**config.mk**
```make
export PLATFORM = sky130hd
export DESIGN_NAME = bus_arbiter_flat
export DESIGN_NICKNAME = d
export VERILOG_FILES = /design/src/rtl/bus_arbiter_if.sv /design/src/rtl/bus_arbiter.sv /design/src/flat_wrapper.sv
export SDC_FILE = /design/constraint.sdc
export NUM_CORES = 1
export LEC_CHECK = 0
export CAP_MARGIN = 5
export CORE_ASPECT_RATIO = 1.75
export CORE_MARGIN = 3
export CORE_UTILIZATION = 42
export CTS_BUF_LIST = sky130_fd_sc_hd__clkbuf_16
export CTS_CLUSTER_DIAMETER = 40
export DETAILED_ROUTE_END_ITERATION = 7
export HOLD_SLACK_MARGIN = 0.06
export MAX_ROUTING_LAYER = met4
export PLACE_DENSITY = 0.9
export SLEW_MARGIN = 30
export SYNTH_ARGS = -nofsm -noshare
export SYNTH_HDL_FRONTEND = slang
export SYNTH_SLANG_ARGS = --single-unit
```
**constraint.sdc**
```tcl
create_clock -name clk -period 3 [get_ports clk]
set_input_delay 0.75 -clock clk [delete_from_list [all_inputs] [get_ports clk]]
set_output_delay 0.75 -clock clk [all_outputs]
set_load 0.01 [all_outputs]
```
**src/rtl/bus_arbiter_if.sv**
```systemverilog
// bus_arbiter_if: two master request ports plus the shared bridge port of the arbiter
interface bus_arbiter_if;
   logic        m0_req, m1_req;
   logic [31:0] m0_addr, m1_addr;
   logic [31:0] m0_wdata, m1_wdata;
   logic [3:0]  m0_byteen, m1_byteen;
   logic        m0_ack, m1_ack;
   logic        m0_err, m1_err;
   logic [31:0] m_rdata;
   logic [31:0] br_addr, br_wdata, br_rdata;
   logic [3:0]  br_byteen;
   logic        busy;
   modport slave (
      input  m0_req, m1_req, m0_addr, m1_addr, m0_wdata, m1_wdata, m0_byteen, m1_byteen, br_rdata,
      output m0_ack, m1_ack, m0_err, m1_err, m_rdata, br_addr, br_wdata, br_byteen, busy
   );
   modport master (
      output m0_req, m1_req, m0_addr, m1_addr, m0_wdata, m1_wdata, m0_byteen, m1_byteen, br_rdata,
      input  m0_ack, m1_ack, m0_err, m1_err, m_rdata, br_addr, br_wdata, br_byteen, busy
   );
endinterface

```
**src/rtl/bus_arbiter.sv**
```systemverilog
// bus_arbiter: round-robin two-master arbiter with address decode in front of the system bridge
module bus_arbiter #(
   parameter logic [31:0] DM_TOP   = 32'h2fff,
   parameter logic [31:0] TC1_BASE = 32'h7f00,
   parameter logic [31:0] TC2_BASE = 32'h7f10,
   parameter logic [31:0] IG_ADDR  = 32'h7f20
) (
   input logic          clk,
   input logic          reset,
   bus_arbiter_if.slave bus
);
   typedef enum logic [1:0] {IDLE, ISSUE, RESP} state_t;
   state_t      state, state_nx;
   logic        last, win, win_nx, grant;
   logic [31:0] addr, wdata, rdata;
   logic [3:0]  byteen;
   logic        tc_hit, mapped, err;
   // next-state, arbitration and decode of the latched transaction
   always_comb begin
      grant    = bus.m0_req | bus.m1_req;
      win_nx   = bus.m1_req & (~bus.m0_req | ~last);
      state_nx = state == IDLE ? (grant ? ISSUE : IDLE) : state == ISSUE ? RESP : IDLE;
      tc_hit   = (addr >= TC1_BASE && addr <= TC1_BASE + 32'hb) ||
                 (addr >= TC2_BASE && addr <= TC2_BASE + 32'hb);
      mapped   = addr <= DM_TOP || tc_hit || addr == IG_ADDR;
      err      = ~mapped | (tc_hit & byteen != 4'h0 & byteen != 4'hf);
   end
   // state register; reset returns to IDLE at once so an in-flight write is dropped
   always_ff @(posedge clk or negedge reset) begin
      if (!reset) state <= IDLE;
      else state <= state_nx;
   end
   // winner latches, read capture and round-robin pointer
   always_ff @(posedge clk or negedge reset) begin
      if (!reset) begin
         win    <= 1'b0;
         addr   <= '0;
         wdata  <= '0;
         byteen <= '0;
         rdata  <= '0;
         last   <= 1'b1;
      end else begin
         if (state == IDLE && grant) begin
            win    <= win_nx;
            addr   <= win_nx ? bus.m1_addr : bus.m0_addr;
            wdata  <= win_nx ? bus.m1_wdata : bus.m0_wdata;
            byteen <= win_nx ? bus.m1_byteen : bus.m0_byteen;
         end
         if (state == ISSUE) rdata <= err ? '0 : bus.br_rdata;
         if (state == RESP) last <= win;
      end
   end
   assign bus.br_addr   = addr;
   assign bus.br_wdata  = wdata;
   assign bus.br_byteen = (state == ISSUE && !err) ? byteen : 4'h0;
   assign bus.m0_ack    = state == RESP && !win;
   assign bus.m1_ack    = state == RESP && win;
   assign bus.m0_err    = bus.m0_ack & err;
   assign bus.m1_err    = bus.m1_ack & err;
   assign bus.m_rdata   = rdata;
   assign bus.busy      = state != IDLE;
endmodule

```
**src/flat_wrapper.sv**
```systemverilog
// flat-port wrapper written by rule: the top's interface ports become plain ports
module bus_arbiter_flat 
#(
   parameter logic [31:0] DM_TOP   = 32'h2fff,
   parameter logic [31:0] TC1_BASE = 32'h7f00,
   parameter logic [31:0] TC2_BASE = 32'h7f10,
   parameter logic [31:0] IG_ADDR  = 32'h7f20
)
  (clk, reset, bus_m0_req, bus_m1_req, bus_m0_addr, bus_m1_addr, bus_m0_wdata, bus_m1_wdata, bus_m0_byteen, bus_m1_byteen, bus_br_rdata, bus_m0_ack, bus_m1_ack, bus_m0_err, bus_m1_err, bus_m_rdata, bus_br_addr, bus_br_wdata, bus_br_byteen, bus_busy);
  bus_arbiter_if bus_i ();
  input logic clk;
  input logic reset;
  input wire logic [$bits(bus_i.m0_req)-1:0] bus_m0_req;
  input wire logic [$bits(bus_i.m1_req)-1:0] bus_m1_req;
  input wire logic [$bits(bus_i.m0_addr)-1:0] bus_m0_addr;
  input wire logic [$bits(bus_i.m1_addr)-1:0] bus_m1_addr;
  input wire logic [$bits(bus_i.m0_wdata)-1:0] bus_m0_wdata;
  input wire logic [$bits(bus_i.m1_wdata)-1:0] bus_m1_wdata;
  input wire logic [$bits(bus_i.m0_byteen)-1:0] bus_m0_byteen;
  input wire logic [$bits(bus_i.m1_byteen)-1:0] bus_m1_byteen;
  input wire logic [$bits(bus_i.br_rdata)-1:0] bus_br_rdata;
  output wire logic [$bits(bus_i.m0_ack)-1:0] bus_m0_ack;
  output wire logic [$bits(bus_i.m1_ack)-1:0] bus_m1_ack;
  output wire logic [$bits(bus_i.m0_err)-1:0] bus_m0_err;
  output wire logic [$bits(bus_i.m1_err)-1:0] bus_m1_err;
  output wire logic [$bits(bus_i.m_rdata)-1:0] bus_m_rdata;
  output wire logic [$bits(bus_i.br_addr)-1:0] bus_br_addr;
  output wire logic [$bits(bus_i.br_wdata)-1:0] bus_br_wdata;
  output wire logic [$bits(bus_i.br_byteen)-1:0] bus_br_byteen;
  output wire logic [$bits(bus_i.busy)-1:0] bus_busy;
  assign bus_i.m0_req = bus_m0_req;
  assign bus_i.m1_req = bus_m1_req;
  assign bus_i.m0_addr = bus_m0_addr;
  assign bus_i.m1_addr = bus_m1_addr;
  assign bus_i.m0_wdata = bus_m0_wdata;
  assign bus_i.m1_wdata = bus_m1_wdata;
  assign bus_i.m0_byteen = bus_m0_byteen;
  assign bus_i.m1_byteen = bus_m1_byteen;
  assign bus_i.br_rdata = bus_br_rdata;
  assign bus_m0_ack = bus_i.m0_ack;
  assign bus_m1_ack = bus_i.m1_ack;
  assign bus_m0_err = bus_i.m0_err;
  assign bus_m1_err = bus_i.m1_err;
  assign bus_m_rdata = bus_i.m_rdata;
  assign bus_br_addr = bus_i.br_addr;
  assign bus_br_wdata = bus_i.br_wdata;
  assign bus_br_byteen = bus_i.br_byteen;
  assign bus_busy = bus_i.busy;
  bus_arbiter #(.DM_TOP(DM_TOP), .TC1_BASE(TC1_BASE), .TC2_BASE(TC2_BASE), .IG_ADDR(IG_ADDR)) u_core (.clk(clk), .reset(reset), .bus(bus_i));
endmodule
```
# After elaboration in Yosys (flattened, before gate mapping)

Cells that the tools add are included.

Logic and storage cells: 49
Output and inout bits: 105
Bits in registers: 104

$lt $le $gt $ge: 5
Eq/ne operators: 4
Bitwise logic cells: 11
Reduce and logical (&&, ||, !) cells: 14
Multiplexer cells: 8

Operators with widths:

| operator               | count |
|---|---|
| $mux W32               | 3 |
| $ge A32 B15 Y1 const B | 2 |
| $le A32 B15 Y1 const B | 2 |
| $eq A32 B15 Y1 const B | 1 |
| $le A32 B14 Y1 const B | 1 |
| $mux W4                | 2 |
| $logic_and A1 B1 Y1    | 6 |
| $and A1 B1 Y1          | 5 |
| $mux W2                | 2 |
| $ne A4 B4 Y1 const B   | 1 |
| $reduce_bool A4 Y1     | 1 |
| $logic_or A1 B1 Y1     | 3 |
| $not A1 Y1             | 3 |
| $or A1 B1 Y1           | 3 |
| $eq A2 B1 Y1 const B   | 1 |
| $eq A2 B2 Y1 const B   | 1 |
| $logic_not A1 Y1       | 2 |
| $logic_not A2 Y1       | 1 |
| $reduce_bool A2 Y1     | 1 |
| $mux W1                | 1 |

# Logic depth before layout (Yosys ltp)

Depth in word-level cells: 10
Gate-level depth with buffers: 6

# Worst setup path after synthesis

OpenSTA, ideal clock, no wires.

Path kind: flip-flop to output port
Start: register u_core.addr[15], in the netlist u_core.bus.br_addr[15]
End: output bus_br_byteen[0]
Buffers on the path: 2
Setup slack: 0.615 ns
Stages on the path, launching flop included: 7
Arrival: 1.635 ns
Path through: dfrtp_1 -> and4bb_1 -> nand3_2 -> o32a_1 -> buf_2 -> buf_6 -> nor3_1

Cells in the longest elaborated chain, start to end: 10

Ends and longest elaborated chain:

| element                                                                | line               | source |
|---|---|---|
| start, declared                                                        | bus_arbiter.sv:15  | `logic [31:0] addr, wdata, rdata;` |
| start signal, assigned                                                 | bus_arbiter.sv:45  | `addr <= win_nx ? bus.m1_addr : bus.m0_addr;` |
| parallel branches: the longest is 6 deep, another holds $ge A32 B15 Y1 | --                 |  |
| $or A1 B1 Y1 *                                                         | bus_arbiter.sv:26  | `err = ~mapped \| (tc_hit & byteen != 4'h0 & byteen != 4'hf);` |
| $logic_not A1 Y1 *                                                     | bus_arbiter.sv:55  | `assign bus.br_byteen = (state == ISSUE && !err) ? byteen : 4'h0;` |
| $logic_and A1 B1 Y1 *                                                  | bus_arbiter.sv:55  |  |
| $mux W4 *                                                              | bus_arbiter.sv:55  |  |
| end, declared                                                          | flat_wrapper.sv:29 | `output wire logic [$bits(bus_i.br_byteen)-1:0] bus_br_byteen;` |

Mark *: on every way between the ends.

# Final worst setup path

Start: register u_core.byteen[0]
End: output bus_br_byteen[3]

Cells in the longest elaborated chain, start to end: 7

Ends and longest elaborated chain:

| element                | line              | source |
|---|---|---|
| start, declared        | bus_arbiter.sv:16 | `logic [3:0] byteen;` |
| start signal, assigned | bus_arbiter.sv:47 | `byteen <= win_nx ? bus.m1_byteen : bus.m0_byteen;` |
| $reduce_bool A4 Y1     | bus_arbiter.sv:26 |  |
| $and A1 B1 Y1          | bus_arbiter.sv:26 |  |
| $and A1 B1 Y1 *        | bus_arbiter.sv:26 |  |
| $or A1 B1 Y1 *         | bus_arbiter.sv:26 |  |
| $logic_not A1 Y1 *     | bus_arbiter.sv:55 |  |
| $logic_and A1 B1 Y1 *  | bus_arbiter.sv:55 |  |
| $mux W4 *              | bus_arbiter.sv:55 |  |

Mark *: on every way between the ends. The rest lies on a longest branch, timed or not.

==> metrics.txt <==
outcome=completed; DR WL/cell=approximately 19 µm; Via density=5.40; dpl hpwl=between 10000 and 15000 µm; share of cells above drive strength 1=8.13%; worst-path fanout max=4; core outline area=0.0116 mm²; Final #Nets=920; Seq/Total Area, Yosys=between 50% and 60%; CP required=2.25 ns; final wirelength=~16000 µm; Tot GR Track Use=approximately 25%; Synth top cells by count=103 x dfrtp_1, 71 x a21oi_1, 71 x nor2_1, 68 x mux2i_1, 39 x nand2_1; initial antenna violation count=0; WP data arrival=2.02 ns; number of synthesized flops with an enable pin=0; area grow syn2layout=62.7%; worst r2r src=u_core.bus.br_addr[15]; I/O pin total=277; global-route wire length before repair=25200 µm; FF+latch count, synth=between 100 and 150; Antenna diodes=0; reg-to-reg setup timing slack=roughly 1.1 ns; Sink Count=between 100 and 150; Net Count, Synth=about 660; ys async rst share=100%; FP Rows=52; antenna violation net count after detailed routing=0; Worst Hold Class=in -> async; Slew HR=approximately 66%; Max-cap violations=0; main flop type after synthesis=dfrtp_1; synthesized area=approximately 0.005 mm²; Final WS setup=roughly 0.23 ns; most common cell in the netlist=dfrtp_1; Crit. End Element=output pin; CTS buffer count=9; RSZ-0062 raised after global routing=false; CTS tree=done; clk_skew=roughly 0.0089 ns; vias in the first global route=5112; Longest Clk Path Bufs=2; Final Max Slew Viols=0; die footprint=roughly 0.013 mm²; clk_lat worst skew=roughly 0.33 ns; Die W=between 80 and 90 µm; I/O Buffers=276; pre-CTS setup slack=0.267 ns; drc violations=0; Ys Warns=0; placed cell count=~870; r2r endpoint=u_core.bus.m_rdata[0]; Clock transition at path regs=approximately 0.07 ns; Yosys top cell by area=dfrtp_1; P_leak=3.36 nW; placed inst area=between 0.007 and 0.008 mm²; H-Tree Depth=3; total power=around 6.2 mW; first-pass iteration count of the detailed router=4; setup bufs post-CTS=0; root buffer cell=clkbuf_16; ranking of synthesized cells by area=dfrtp_1 51%, mux2i_1 14%, a21oi_1 7.1%; maximum clock frequency=approximately 360 MHz; Syn Inst Count=about 500; fin cells=slightly below 900; Die Span Y=between 150 and 200 µm; worst reg-to-reg path cell count=5; Final Cycle Share=around 90%; final non-filler cell area=0.00816 mm²; final setup violating endpoints=0; Worst VDD drop=about 500 µV; grt ovf=0; Synth top area share=between 50 and 60%; worst slew pin tran=0.508 ns; P per Cell Area=764 mW/mm²; Setup crit start=u_core.byteen[0]; Tmin final=about 2.8 ns; Final Hold Fails=0; Fillers=853; CTS Hold Buffers Added=0; Initial Util=43.0%; Startpoint Class=flip-flop; setup TNS=0 ns; class of the most critical setup path=reg -> out; routed vias=between 4000 and 5000; largest net degree at the start of global routing=slightly above 90; routability cong.=between 0.8 and 0.9; Syn Area/Cell=between 10 and 15 µm²; Initial DRC Count=approximately 140; Yosys cell types=35
[registers in the layout, indices dropped and copies added, names as in the netlist]
signal,cells
u_core.bus.br_wdata,32
u_core.bus.m_rdata,32
u_core.win,1
u_core.bus.br_addr,32
u_core.last,1
u_core.byteen,4
u_core.state,2
[what timing repair did]
action / CTS / global route
setup endpoints to repair: 4 / 2
gates cloned: 0 / 0
endpoints found under the hold margin: 0 / 0
gates resized for setup: 5 / 3
[layout by cell type (no fill, tap or decap), types with 8 or more instances in the layout]
| cell | synthesis | layout |
|---|---|---|
| dfrtp_1 | 103 | 103 |
| o31ai_2 | 26 | 26 |
| mux2i_1 | 68 | 68 |
| clkbuf_16 | 0 | 9 |
| nand2_1 | 39 | 39 |
| buf_4 | 1 | 8 |
| clkdlybuf4s50_1 | 0 | 269 |
| a21oi_1 | 71 | 71 |
| nand3_1 | 32 | 32 |
| nor2_1 | 71 | 71 |
[layer usage]
| metal | GRT usage [%] | vias to the layer above | share of wire (%) |
|---|---|---|---|
| met5 | - | - | 0 |
| met4 | 12.0 | 0 | 4.3 |
| met3 | 4.16 | 51 | 5.3 |
| met2 | 45.3 | 218 | 56 |
| met1 | 26.2 | 2275 | 34 |
| li1 | - | 2235 | - |
[logic make-up after synthesis]
kind of cell,count (synthesis),share of synthesized area (%)
buf+inv,45,4.47
flops,104,51.9
compound gates,111,15.7
mux,68,13.6
simple gates,163,14.4
[worst max path at each step]
stage                            end  slack [ns]
floorplan           bus_br_byteen[0]        0.62
global placement    bus_br_byteen[0]        0.31
detailed placement  bus_br_byteen[3]        0.27
CTS                       bus_m0_err      0.0003
global route        bus_br_byteen[3]        0.07
finish              bus_br_byteen[3]        0.23
[cell type report]
class,instances,area (µm²),area share (%)
clock inverters,4,26.3,0.322
multi-input cells,342,2220,27.2
inverters,4,15.0,0.184
well taps,135,169,2.07
repair buffers,287,2900,35.6
clock buffers,9,225,2.76
flip-flops and latches,104,2600,31.9
[worst max-delay path: stages (launching register included)]
cell and delay (ns):
dfrtp_1 0.40, or4_1 0.55, nand3_2 0.13, o21ai_1 0.12, nor3_1 0.21, dlygate4sd2_1 0.29
[stage by stage]
| step | util, % | hold WS, ns |
|---|---|---|
| 3_3_place_gp | 67.6 | 0.461 |
| 5_1_grt | 70.0 | 0.268 |
| 3_5_place_dp | 67.8 | 0.465 |
| 4_1_cts | 69.9 | 0.262 |
| 2_1_floorplan | - | 0.439 |
| 6_report | 70.0 | 0.270 |
[power breakdown]
part | internal, mW | switching, mW
clock | 0.546 | 0.478
sequential | 1.89 | 0.347
combinational | 1.43 | 1.53
total | 3.87 | 2.36
Note: power is estimated with default switching activity, not from simulation.
